--- config.mk ---
export PLATFORM = sky130hd
export DESIGN_NAME = toysram_scan_ctl
export DESIGN_NICKNAME = d
export VERILOG_FILES = /design/src/rtl/toysram_pkg.sv /design/src/rtl/toysram_scan_phase.sv /design/src/rtl/toysram_scan_ctl.sv
export SDC_FILE = /design/constraint.sdc
export NUM_CORES = 1
export LEC_CHECK = 0
export ABC_AREA = 1
export ABC_CLOCK_PERIOD_IN_PS = 10440
export CORE_MARGIN = 10
export CORE_UTILIZATION = 40
export DETAILED_ROUTE_END_ITERATION = 12
export MAX_ROUTING_LAYER = met4
export PLACE_DENSITY = 0.81
export SYNTH_ARGS = -nofsm -noshare
export SYNTH_HDL_FRONTEND = slang
export SYNTH_SLANG_ARGS = --single-unit
--- constraint.sdc ---
create_clock -name clk -period 10.44 [get_ports clk]
set_input_delay 3.132 -clock clk [delete_from_list [all_inputs] [get_ports clk]]
set_output_delay 3.132 -clock clk [all_outputs]
set_load 0.01 [all_outputs]
--- src/rtl/toysram_pkg.sv ---
// rtl/toysram_pkg.sv - shared constants and state encoding for the toysram scan sequencer
package toysram_pkg;

  // Length of the RA0 configuration scan chain
  localparam int SCAN_LEN_DEFAULT = 128;

  // Sequencer states: idle, scan clock low/high phases, and the hold tail before te drops
  typedef enum logic [1:0] {
    ST_IDLE = 2'd0,
    ST_LOW  = 2'd1,
    ST_HIGH = 2'd2,
    ST_TAIL = 2'd3
  } scan_state_e;

  // Recognisable test vector for bring-up and loopback checks
  localparam logic [127:0] SCAN_INIT = 128'h0123456789ABCDEFFEDCBA9876543210;

endpackage

--- src/rtl/toysram_scan_phase.sv ---
// rtl/toysram_scan_phase.sv - reloadable down-counter timing one scan clock phase
module toysram_scan_phase #(
  parameter int W = 8
) (
  input  logic         clk,
  input  logic         rst,
  input  logic         i_capture,
  input  logic [W-1:0] i_div,
  input  logic         i_reload,
  input  logic         i_count,
  output logic         o_expire
);

  logic [W-1:0] r_div_q;
  logic [W-1:0] r_phase_cnt;

  // Capture a new period, restart a phase from the held period, or count down to zero
  always_ff @(posedge clk or posedge rst) begin
    if (rst) begin
      r_div_q     <= '0;
      r_phase_cnt <= '0;
    end else if (i_capture) begin
      r_div_q     <= i_div;
      r_phase_cnt <= i_div;
    end else if (i_reload) begin
      r_phase_cnt <= r_div_q;
    end else if (i_count && (r_phase_cnt != '0)) begin
      r_phase_cnt <= r_phase_cnt - 1'b1;
    end
  end

  assign o_expire = (r_phase_cnt == '0);

endmodule

--- src/rtl/toysram_scan_ctl.sv ---
// rtl/toysram_scan_ctl.sv - scan-chain sequencer driving TE/SCAN_CLK/SCAN_IN of the RA0 macro
module toysram_scan_ctl
  import toysram_pkg::*;
#(
  parameter int SCAN_LEN = SCAN_LEN_DEFAULT,
  parameter int DIV_W    = 8
) (
  input  logic                clk,
  input  logic                rst,
  input  logic                start,
  input  logic                abort,
  input  logic [DIV_W-1:0]    div,
  input  logic [SCAN_LEN-1:0] din,
  output logic                busy,
  output logic                done,
  output logic [SCAN_LEN-1:0] dout,
  output logic                te,
  output logic                scan_clk,
  output logic                scan_in,
  input  logic                scan_out
);

  localparam int CW = (SCAN_LEN > 1) ? $clog2(SCAN_LEN) : 1;
  localparam logic [CW-1:0] LAST_BIT = CW'(SCAN_LEN - 1);

  scan_state_e         r_state;
  scan_state_e         w_state_nxt;
  logic [CW-1:0]       r_bit_cnt;
  logic [SCAN_LEN-1:0] r_sin;
  logic [SCAN_LEN-1:0] r_dout;
  logic                r_te;
  logic                r_scan_clk;
  logic                r_busy;
  logic                r_done;
  logic                r_tail_extra;
  logic                w_capture;
  logic                w_reload;
  logic                w_count;
  logic                w_sample;
  logic                w_done_nxt;
  logic                w_expire;

  toysram_scan_phase #(.W(DIV_W)) u_phase (
    .clk       (clk),
    .rst       (rst),
    .i_capture (w_capture),
    .i_div     (div),
    .i_reload  (w_reload),
    .i_count   (w_count),
    .o_expire  (w_expire)
  );

  // Next-state and per-cycle strobes; abort overrides everything while busy
  always_comb begin
    w_state_nxt = r_state;
    w_capture   = 1'b0;
    w_reload    = 1'b0;
    w_count     = 1'b0;
    w_sample    = 1'b0;
    w_done_nxt  = 1'b0;
    case (r_state)
      ST_IDLE: begin
        if (start && !abort) begin
          w_capture   = 1'b1;
          w_state_nxt = ST_LOW;
        end
      end
      ST_LOW: begin
        if (w_expire) begin
          w_reload    = 1'b1;
          w_state_nxt = ST_HIGH;
        end else begin
          w_count = 1'b1;
        end
      end
      ST_HIGH: begin
        if (w_expire) begin
          w_reload    = 1'b1;
          w_sample    = 1'b1;
          w_state_nxt = (r_bit_cnt == LAST_BIT) ? ST_TAIL : ST_LOW;
        end else begin
          w_count = 1'b1;
        end
      end
      ST_TAIL: begin
        // The hold window is div+1 cycles; one extra settle cycle follows before done
        if (w_expire) begin
          if (r_tail_extra) begin
            w_state_nxt = ST_IDLE;
            w_done_nxt  = 1'b1;
          end
        end else begin
          w_count = 1'b1;
        end
      end
      default: w_state_nxt = ST_IDLE;
    endcase
    if (abort && (r_state != ST_IDLE)) begin
      w_state_nxt = ST_IDLE;
      w_sample    = 1'b0;
      w_done_nxt  = 1'b0;
    end
  end

  // State and registered pin outputs, all derived from the next state so pins move together
  always_ff @(posedge clk or posedge rst) begin
    if (rst) begin
      r_state      <= ST_IDLE;
      r_te         <= 1'b0;
      r_busy       <= 1'b0;
      r_scan_clk   <= 1'b0;
      r_done       <= 1'b0;
      r_tail_extra <= 1'b0;
    end else begin
      r_state      <= w_state_nxt;
      r_te         <= (w_state_nxt != ST_IDLE);
      r_busy       <= (w_state_nxt != ST_IDLE);
      r_scan_clk   <= (w_state_nxt == ST_HIGH);
      r_done       <= w_done_nxt;
      r_tail_extra <= (r_state == ST_TAIL) && (w_state_nxt == ST_TAIL) &&
                      (w_expire || r_tail_extra);
    end
  end

  // Shift-in/shift-out registers and bit counter; both shift at the end of each HIGH phase
  always_ff @(posedge clk or posedge rst) begin
    if (rst) begin
      r_sin     <= '0;
      r_dout    <= '0;
      r_bit_cnt <= '0;
    end else if (w_capture) begin
      r_sin     <= din;
      r_bit_cnt <= '0;
    end else if (w_sample) begin
      r_sin  <= {1'b0, r_sin[SCAN_LEN-1:1]};
      r_dout <= {scan_out, r_dout[SCAN_LEN-1:1]};
      if (r_bit_cnt != LAST_BIT) begin
        r_bit_cnt <= r_bit_cnt + 1'b1;
      end
    end
  end

  assign busy     = r_busy;
  assign done     = r_done;
  assign dout     = r_dout;
  assign te       = r_te;
  assign scan_clk = r_scan_clk;
  assign scan_in  = r_sin[0];

endmodule

# Yosys cells after proc, flatten, opt, wreduce, memory -nomap -nowiden
# Index checks and enable logic that the tools add are counted.
# word_totals
register_bits	285
in_bits	141
output_inout_bits	133
word_cells	67
# op_classes
n_addsub	2
eq_ne	7
n_mux	28
bitwise_logic	1
reduce_logical	19
# ops
op	n
$mux W128	2
$mux W8	3
$mux W7	3
$mux W2	7
$mux W1	12
$eq A2 B2 Y1 const B	4
$logic_not A8 Y1	1
$pmux W2 S4	1
$reduce_bool A2 Y1	4
$reduce_bool A8 Y1	1
$sub A8 B1 Y8 const B	1
$add A7 B1 Y7 const B	1
$eq A7 B7 Y1 const B	1
$ne A7 B7 Y1 const B	1
$logic_and A1 B1 Y1	5
$reduce_and A2 Y1	2
$reduce_bool A3 Y1	1
$reduce_or A3 Y1	1
$eq A2 B1 Y1 const B	1
$logic_not A2 Y1	1
$reduce_or A2 Y1	1
$logic_not A1 Y1	1
$logic_or A1 B1 Y1	1
$not A1 Y1	1

# Depth between registers and ports, before layout
# depth
word_depth	8
mapped_depth	12

# Cells and area by module
# A second synthesis with hierarchy kept.
# unflattened
hier_cells	1396
hier_area_um2	12279.3
# by_module_without_submodules
module	instances	cells_each	area_each_um2	seq_area_each_um2
toysram_scan_ctl	1	1260	11273.3	6731.5
toysram_scan_phase	1	136	1006.0	400.4

# Least setup slack after synthesis
# OpenSTA, ideal clock, no wires.
# synth_path
path_type	input port to flip-flop
from	input port abort
to	register r_dout[100] (netlist: dout[100])
arrival_time_ns	4.322
required_ns	10.315
slack_ns	5.994
path_stages	9
n_path_buf	2
cell_sequence	inv_1 nand2_2 nor2_8 inv_2 nand2_1 nor2_4 buf_6 buf_6 mux2_2
# synth_via
elab_chain_cells	6
word_cells_on_any_way	8
# synth_lines
item	line	source
start: declaration	toysram_scan_ctl.sv:11	input logic abort,
$logic_not A1 Y1	toysram_scan_ctl.sv:63	if (start && !abort) begin
$logic_and A1 B1 Y1	toysram_scan_ctl.sv:63	
$mux W1	toysram_scan_ctl.sv:63	
$mux W1	toysram_scan_ctl.sv:61	case (r_state)
$not A1 Y1 (no line)	--	
$reduce_and A2 Y1 (no line) *	--	
end signal: assignment	toysram_scan_ctl.sv:136	r_dout <= {scan_out, r_dout[SCAN_LEN-1:1]};
end: declaration	toysram_scan_ctl.sv:30	logic [SCAN_LEN-1:0] r_dout;
# Mark *: on every way between the ends. The rest lies on a longest branch, timed or not.
# A chain may end at the register's enable or synchronous reset.

# Final worst setup path
# layout_path
from	input port abort
to	register r_sin[1]
# layout_via
elab_chain_cells	5
word_cells_on_any_way	8
# layout_lines
item	line	source
$logic_not A1 Y1	toysram_scan_ctl.sv:63	
$logic_and A1 B1 Y1	toysram_scan_ctl.sv:63	
$mux W1	toysram_scan_ctl.sv:63	
$mux W1	toysram_scan_ctl.sv:61	
$mux W128 or $reduce_bool A2 Y1 (tied branches)	--	
end signal: assignment	toysram_scan_ctl.sv:132	r_sin <= din;
end signal: assignment	toysram_scan_ctl.sv:135	r_sin <= {1'b0, r_sin[SCAN_LEN-1:1]};
end: declaration	toysram_scan_ctl.sv:29	logic [SCAN_LEN-1:0] r_sin;
# Parallel ways exist; a longest one is shown, timed or not.

==> impl_metrics.csv <==
group,metric,value,unit
sta,max_freq,163,MHz
drt,postRouteAntennaNets,0,
sta,setup_tns,0,ps
drt,vias,8815,
grt,grt_pass1_wl,46200,microns
critical_path,end_kind,"flip-flop",
drt,drt-wirelength-per-cell,16.2,microns
synth,synthCells,1108,
sta,worst_pin_slew,1050,ps
floorplanning,start_util,40.3,%
clock_network,holdBufCountCts,0,
placement,portBuffers,273,
power_and_ir_drop,powerDensity,208,nW/um^2
grt,grt_start_max_net_pins,129,
clock_network,h-tree-depth,1,
clock_network,cts_buffer_depth,3,
power_and_ir_drop,power.share.clock,35.9,%
clock_network,cts_num_sinks,285,
critical_path,cp_data_arrival_time,6590,ps
clock_network,cts_resized,0,
power_and_ir_drop,p_int,2380,uW
power_and_ir_drop,swShare,28.3,%
floorplanning,die_x,193,microns
sta,fin_ws,4300,ps
synth,synth.top_cell.area_share,59.8,%
critical_path,critPathLaunchType,"input port",
finish,finalNetCount,1512,
finish,fin_util,54.1,%
sta,skew,21.9,ps
grt,grt_usage,15.4,%
finish,final_common_cell,"nand2_1",
sta,timing.final.crit_share,58.8,%
drt,dr.pass1.iters,5,
synth,ys_seq_area_share,59.8,%
synth,yosys_warnings,0,
critical_path,cp_data_required_time,10900,ps
synth,synth_seq_cells,285,
clock_network,path_clk_slew,60,ps
power_and_ir_drop,leakagePower,0.00772,uW
sta,fin_crit,6140,ps
placement,gp_congestion,0.825,
drt,drc,0,
finish,drive_gt1_share,9.95,%
sta,finalSetupViolCount,0,
floorplanning,dieHeight,193,microns
clock_network,clock_latency,550,ps
drt,drt_iter0_drc,479,
clock_network,cts_tree,"yes",
floorplanning,dieArea,37100,sq um
drt,drt-total-wl,28800,microns
floorplanning,rows,63,
floorplanning,core,29600,sq um
placement,post-dp-hpwl,20100,microns
critical_path,path_max_fanout,85,
synth,yosysUniqueCellTypes,31,
critical_path,timing_worst_setup_path_type,"in -> reg",
sta,slew_violations,0,
synth,synth_top_area_cell,"dfrtp_1",
sta,rsz0062_at_grt,"no",
clock_network,postCtsSetupRepairBufs,0,
power_and_ir_drop,p_comb_share,17.8,%
grt,overflow,0,
grt,grt_pass1_vias,9033,
power_and_ir_drop,power.switching,943,uW
drt,viasPerCell,4.96,
sta,slew_headroom,29.7,%
clock_network,cts-buffers-inserted,30,
clock_network,cts-root-buf,"clkbuf_16",
synth,synth_area_per_cell,10.8,sq um
synth,netlist_area,11900,sq um
finish,layout_common_cells,"366 x nand2_1, 285 x dfrtp_1, 273 x clkdlybuf4s50_1",
power_and_ir_drop,ir_worst_vdd,0.000123,V
grt,antenna_found_initial,1,
synth,synth.net_count,1257,
finish,syn2layout_area_growth,34.2,%
synth,ys_top_cells_by_area,"dfrtp_1 60%, nand2_1 12%, mux2_1 6.5%",
power_and_ir_drop,p_seq_share,46.3,%
worst_hold_path,min-delay-path-class,"reg -> reg",
placement,dp_slack,3760,ps
flow_run,max_cap_viol_count,0,
run_status,outcome,"finished clean",
sta,hold_viol,0,
floorplanning,ios,274,
-- layer usage --
layer | part of all wire (%) | global-route usage [%] | up-vias
li1 | - | - | 4207
met1 | 44 | 19.7 | 4296
met3 | 7.3 | 3.23 | 39
met2 | 48 | 24.9 | 273
met5 | 0 | - | -
met4 | 1.4 | 3.22 | 0
-- per-stage QoR --
step,power (uW),hold slack [ps],instance area (sq um),std cells
final,3330,462,16000,1778
after floorplan,1950,436,11900,1108
after global routing,3550,489,16000,1778
after global placement,2120,450,14900,1721
after detailed placement,2160,455,14900,1721
after CTS,3370,470,16000,1777
-- cells by family after synthesis --
kind of cell             synth area share, %
AO/OA/AOI/OAI                           5.88
adder cells (fa/ha/maj)                0.840
multiplexers                            12.1
AND/OR/NAND/NOR                         16.8
XOR/XNOR                               0.441
buffers and inverters                   4.14
flip-flops                              59.8
-- worst paths after layout --
| kind | startpoint | end | slack (ps) | cells after the start |
|---|---|---|---|---|
| max reg2reg | r_state[0]$_DFF_PP0_ | r_sin[127]$_DFFE_PP0P_ | 6720 | 9 |
| min reg2reg | u_phase.r_div_q[7]$_DFFE_PP0P_ | u_phase.r_div_q[7]$_DFFE_PP0P_ | 460 | 2 |
| max in group asynchronous | rst | dout[49]$_DFFE_PP0P_ | 5660 | 4 |
| min in group asynchronous | rst | dout[59]$_DFFE_PP0P_ | 2930 | 2 |
| max | abort | r_sin[1]$_DFFE_PP0P_ | 4300 | 10 |
| min | u_phase.r_div_q[7]$_DFFE_PP0P_ | u_phase.r_div_q[7]$_DFFE_PP0P_ | 460 | 2 |
-- sequential cells by signal, indices dropped and copies added, names as in the netlist --
register             cells
r_sin                  128
busy                     1
u_phase.r_div_q          8
scan_clk                 1
done                     1
r_tail_extra             1
u_phase.r_phase_cnt      8
dout                   128
r_bit_cnt                7
r_state                  2
-- power groups by stage --
stage | Clock [uW] | Combinational, uW | Sequential, uW
global route | 1270 | 701 | 1570
CTS | 1230 | 603 | 1540
detailed placement | 0 | 604 | 1550
finish | 1190 | 593 | 1540
floorplan | 0 | 440 | 1510
global placement | 0 | 573 | 1550
-- worst max-delay path, stage by stage --
cell and delay (ps):
clkdlybuf4s50_1 540, inv_1 90, nand2_2 120, nor2_8 140, inv_2 320, nand2_1 170
nor2_4 830, buf_4 790, a22oi_1 200, o21ai_0 160
-- cell usage after synthesis, drive strengths merged --
library cell / n
inv: 35
xnor2: 2
nand3: 78
a21oi: 7
a211oi: 1
o21ai: 17
nor2: 34
o21bai: 1
xor2: 4
dfrtp: 285
mux2: 128
ha: 8
buf: 38
or2: 1
a31oi: 3
nand4: 3
o22ai: 2
a22oi: 70
nand2: 370
a22o: 1
clkbuf: 20
-- layout make-up --
cell class / count / area, sq um
sequential: 285 / 7130
timing repair buffer: 281 / 2810
clock inverter: 18 / 273
multi-input combinational: 730 / 4290
inverter: 35 / 136
clock buffer: 38 / 862
fill: 2520 / 13600
tap: 390 / 488
antenna: 1 / 2.50
(Power assumes the default switching activity.)
